--- src/rtl/alu_datapath_seq.sv ---
// Operand-fetch / write-back sequencer around an external 16-bit ALU.
// Holds an 8x16 register file; one instruction every five cycles.
module alu_datapath_seq #(
  parameter int NREGS = 8,
  parameter int W     = 16
) (
  input  logic         clk,
  input  logic         reset,
  input  logic         start,
  input  logic [2:0]   ra,
  input  logic [2:0]   rb,
  input  logic [2:0]   rd,
  input  logic [1:0]   op,
  input  logic [1:0]   shift,
  input  logic         asel,
  input  logic         bsel,
  input  logic [4:0]   imm5,
  input  logic         wb_en,
  input  logic         load,
  input  logic [2:0]   load_addr,
  input  logic [W-1:0] load_data,
  input  logic [W-1:0] alu_out,
  input  logic         alu_z,
  output logic [W-1:0] Ain,
  output logic [W-1:0] Bin,
  output logic [1:0]   ALUop,
  output logic [W-1:0] C,
  output logic         Z_out,
  output logic         busy,
  output logic         done,
  input  logic [2:0]   dbg_addr,
  output logic [W-1:0] dbg_data
);

  typedef enum logic [2:0] {
    S_IDLE,
    S_READ_A,
    S_READ_B,
    S_EXEC,
    S_WRITE
  } state_t;

  state_t state_q, state_d;

  logic [W-1:0] rf_q [NREGS];
  logic [W-1:0] a_q, b_q, c_q;
  logic         z_q, done_q;

  logic [2:0] ra_q, rb_q, rd_q;
  logic [1:0] op_q, shift_q;
  logic       asel_q, bsel_q, wb_en_q;
  logic [4:0] imm5_q;

  logic [W-1:0] b_shift;

  // Next-state: a fixed five-step walk once start is accepted
  always_comb begin
    state_d = state_q;
    unique case (state_q)
      S_IDLE:   if (start) state_d = S_READ_A;
      S_READ_A: state_d = S_READ_B;
      S_READ_B: state_d = S_EXEC;
      S_EXEC:   state_d = S_WRITE;
      S_WRITE:  state_d = S_IDLE;
      default:  state_d = S_IDLE;
    endcase
  end

  // B-operand conditioning ahead of the immediate select
  always_comb begin
    b_shift = b_q;
    unique case (shift_q)
      2'b00: b_shift = b_q;
      2'b01: b_shift = {b_q[W-2:0], 1'b0};
      2'b10: b_shift = {1'b0, b_q[W-1:1]};
      2'b11: b_shift = {b_q[W-1], b_q[W-1:1]};
      default: b_shift = b_q;
    endcase
  end

  // State, instruction latch, operand/result registers and register file
  always_ff @(posedge clk) begin
    if (reset) begin
      state_q <= S_IDLE;
      a_q     <= '0;
      b_q     <= '0;
      c_q     <= '0;
      z_q     <= 1'b0;
      done_q  <= 1'b0;
      ra_q    <= '0;
      rb_q    <= '0;
      rd_q    <= '0;
      op_q    <= '0;
      shift_q <= '0;
      asel_q  <= 1'b0;
      bsel_q  <= 1'b0;
      imm5_q  <= '0;
      wb_en_q <= 1'b0;
      for (int i = 0; i < NREGS; i++) rf_q[i] <= '0;
    end else begin
      state_q <= state_d;
      done_q  <= (state_q == S_WRITE);
      if (state_q == S_IDLE && start) begin
        ra_q    <= ra;
        rb_q    <= rb;
        rd_q    <= rd;
        op_q    <= op;
        shift_q <= shift;
        asel_q  <= asel;
        bsel_q  <= bsel;
        imm5_q  <= imm5;
        wb_en_q <= wb_en;
      end
      if (state_q == S_READ_A) a_q <= rf_q[ra_q];
      if (state_q == S_READ_B) b_q <= rf_q[rb_q];
      if (state_q == S_EXEC) begin
        c_q <= alu_out;
        z_q <= alu_z;
      end
      // Later assignment wins: write-back overrides a same-address load
      if (load) rf_q[load_addr] <= load_data;
      if (state_q == S_WRITE && wb_en_q) rf_q[rd_q] <= c_q;
    end
  end

  assign Ain      = asel_q ? '0 : a_q;
  assign Bin      = bsel_q ? {{(W-5){1'b0}}, imm5_q} : b_shift;
  assign ALUop    = op_q;
  assign C        = c_q;
  assign Z_out    = z_q;
  assign busy     = (state_q != S_IDLE);
  assign done     = done_q;
  assign dbg_data = rf_q[dbg_addr];

endmodule

--- config.mk ---
export PLATFORM = sky130hd
export DESIGN_NAME = alu_datapath_seq
export DESIGN_NICKNAME = d
export VERILOG_FILES = /design/src/rtl/alu_datapath_seq.sv
export SDC_FILE = /design/constraint.sdc
export NUM_CORES = 1
export LEC_CHECK = 0
export CORE_UTILIZATION = 35
export DETAILED_ROUTE_END_ITERATION = 10
export PLACE_DENSITY_LB_ADDON = 0.25
export SYNTH_ARGS = -nofsm -noshare
export SYNTH_HDL_FRONTEND = slang
export SYNTH_SLANG_ARGS = --single-unit
--- constraint.sdc ---
create_clock -name clk -period 3.5 [get_ports clk]
set_input_delay 0.7 -clock clk [delete_from_list [all_inputs] [get_ports clk]]
set_output_delay 0.7 -clock clk [all_outputs]
set_load 0.05 [all_outputs]
==> key figures <==
CTS
  • CTS tree: yes
  • Hold Buf Count CTS: 0
  • Clock insertion delay at the later pin of the skew report: 0.54 ns
  • Post-CTS setup buffers: 0
  • Clock transition at path regs: about 0.06 ns
  • CTS max path bufs: 3
  • CTS H-tree depth: 1
  • Resized Gates After CTS: 0
  • CTS buffer count: 26
  • Root Driver: clkbuf_16
  • CTS sink count: 202

Timing
  • Setup Skew: between 0.01 and 0.015 ns
  • Unrepaired setup endpoints after global routing: false
  • Worst Max-Slew Pin Slew: 0.980 ns
  • Final Cycle Share: 90.6%
  • Slew HR: between 30% and 40%
  • Min setup slack post-route: 0.329 ns
  • WHS: 0.454 ns
  • Setup violators final: 0
  • Max Clock Freq: 315 MHz
  • Setup TNS: 0 ns
  • Period minus WS final: 3.17 ns
  • Hold violation total from the final report: 0
  • Final Max Tran Viols: 0

Detailed routing
  • Routed length on met1: 19600 um
  • Wirelength per Cell: 23.0 um
  • Metal3 WL: 2290 um
  • Residual DRC: 8
  • Initial drt markers: between 600 and 700
  • Drt pass-1 iters: 10
  • DR vias/cell: 5.58
  • Vias: ~9400
  • WL final: 38600 um
  • Post-route ant nets: 0
  • Met2 WL post-DR: 16300 um
  • Top Layer Used: met4

Run
  • Max-cap violation count: 0

Place
  • Setup WS pre-CTS: 0.535 ns
  • Detailed placement HPWL: 28100 um
  • GPL Wtd Cong: 0.864
  • IO Port Bufs: 132
  • Area post-placement: 14600 um^2

Synth
  • Main flop type after synthesis: edfxtp_1
  • Syn Nets: around 1200
  • Syn Std Cell Area: 12800 um^2
  • Yosys Warn Count: 0
  • Seq cells post-synth: 202
  • Ranking of synthesized cells by area: edfxtp_1 30%, dfxtp_1 12%, mux2i_1 11%
  • Count leader, synth: mux2i_1
  • Avg Inst Size Synth: roughly 12 um^2
  • Number of library cell types mapped by synthesis: 40
  • Register area share after synthesis: between 40% and 50%
  • Dominant cell type by area after synthesis: edfxtp_1
  • Number of flops mapped to enable cells by yosys: 128
  • Post-synth top cells: 143 x mux2i_1, 128 x and3_1, 128 x edfxtp_1
  • Share of flip-flops with an asynchronous set or reset: 0%
  • Gate Count Post-Synth: roughly 1100
  • Share of Yosys cell area claimed by the top area cell type: 29.9%

Floorplanning
  • Starting Density: 35.8%
  • Overall die height: around 190 um
  • Die width: ~190 um
  • DIE AREA: 37500 um^2
  • Core Footprint: between 30000 and 40000 um^2
  • Rows: 69
  • I/O pins: 133

Power
  • Reg power frac: about two fifths
  • PwrDens: roughly 450 nW/um^2
  • Internal: 0.00506 W
  • P_leak: between 6 and 7 nW
  • Peak supply drop: approximately 0.00037 V
  • Clock power share: 42.7%
  • Gate power share: between 10% and 20%
  • Net Sw Frac: 28.3%
  • Psw: 0.00200 W

Critical path
  • Crit. Startpoint: shift_q[0]
  • CP required: 2.80 ns
  • Setup crit end kind: primary output
  • Type of origin of the critical path: register
  • Worst r2r src: state_q[2]
  • WP data arrival: 2.47 ns
  • Critical path peak fanout: 15
  • CP Class: reg -> out

Global routing
  • Initial antenna violation count: 0
  • Largest net degree at the start of global routing: 66
  • GRT overflow: 0
  • Vias in the first global route: 9158
  • First-pass GRT wire length: 58700 um
  • Total GRT Usage: 20.0%

Layout
  • Fin area: 15600 um^2
  • Final net count: 1261
  • Fin util: 43.5%
  • Layout area overhead: 21.5%
  • Fraction of layout instances using a drive strength above 1: a little over a quarter
  • N_diodes: 0

Run status
  • Status: finished, violations left
  • Failing checks: design-rule violations

Hold path
  • Type of the tightest min-delay check: reg -> reg
  • Startpoint of the worst hold path: imm5_q[4]
[cell families (layout without fill, tap and decap cells)]
family | Yosys count | count (layout) | synth area share (%)
DFF | 202 | 202 | 41.5
AOI/OAI and AO/OA | 150 | 150 | 8.06
and+or+nand+nor | 305 | 305 | 13.7
buffers and inverters | 103 | 226 | 3.93
xor gates and xnor gates | 1 | 1 | 0.0682
muxes | 333 | 333 | 32.7
[worst max-delay path, cell delays in order (launching register included)]
cell and delay, ns:
dfxtp_2 0.52, buf_4 0.19, mux2i_1 0.16, o21ai_0 0.10
mux2_2 0.27, clkdlybuf4s50_1 0.70
[cells in the final DEF (no fill, tap or decap), types with 5 or more instances in the layout]
master / count
dfxtp_1: 71
buf_4: 57
buf_12: 5
mux4_2: 32
clkdlybuf4s50_1: 114
a21oi_1: 63
a32o_1: 31
nor2_1: 20
mux2_4: 72
mux2i_1: 143
and3_1: 128
clkbuf_16: 26
a22oi_1: 49
o21ai_0: 5
nand2_1: 105
edfxtp_1: 128
mux2_2: 86
nor2b_1: 24
clkinv_4: 5
bufinv_16: 7
[final timing paths]
path	cells after the start	slack, ns	end
min	2	0.45	imm5_q[4]
max	5	0.33	Bin[2]
min reg2reg	2	0.45	imm5_q[4]
max reg2reg	5	1.11	rf_q[5][10]
[metrics by stage]
step / power, W / std cells
CTS: 0.00712 / 1678
global placement: 0.00408 / 1630
floorplan: 0.00363 / 1094
finish: 0.00706 / 1678
detailed placement: 0.00409 / 1630
global route: 0.00730 / 1678
[layout make-up]
| class | instances | area (um^2) |
|---|---|---|
| fill | 3332 | 20200 |
| clock inverter | 21 | 323 |
| sequential | 202 | 5330 |
| multi-input combinational | 789 | 7030 |
| clock buffer | 27 | 654 |
| tap | 461 | 577 |
| timing repair buffer | 178 | 1680 |
[sequential cells by signal, summed over array words and instances, names as in the netlist]
register / flops
imm5_q: 5
ALUop: 2
shift_q: 2
done: 1
asel_q: 1
wb_en_q: 1
C: 16
b_q: 16
ra_q: 3
rf_q: 128
rb_q: 3
rd_q: 3
state_q: 3
bsel_q: 1
a_q: 16
Z_out: 1
[power by group through the flow]
stage | clock network (W) | registers (W) | logic, W
3_3_place_gp | 0 | 0.00290 | 0.00118
3_5_place_dp | 0 | 0.00291 | 0.00118
6_report | 0.00301 | 0.00287 | 0.00118
5_1_grt | 0.00316 | 0.00288 | 0.00126
2_1_floorplan | 0 | 0.00281 | 0.000818
4_1_cts | 0.00307 | 0.00286 | 0.00119
[metal layers]
layer	vias to the layer above	track usage, %
met3	35	2.55
met1	4614	31.2
met5	-	0
li1	4403	-
met4	0	3.44
met2	310	29.6
No activity file was read; power rests on OpenSTA's default activity.
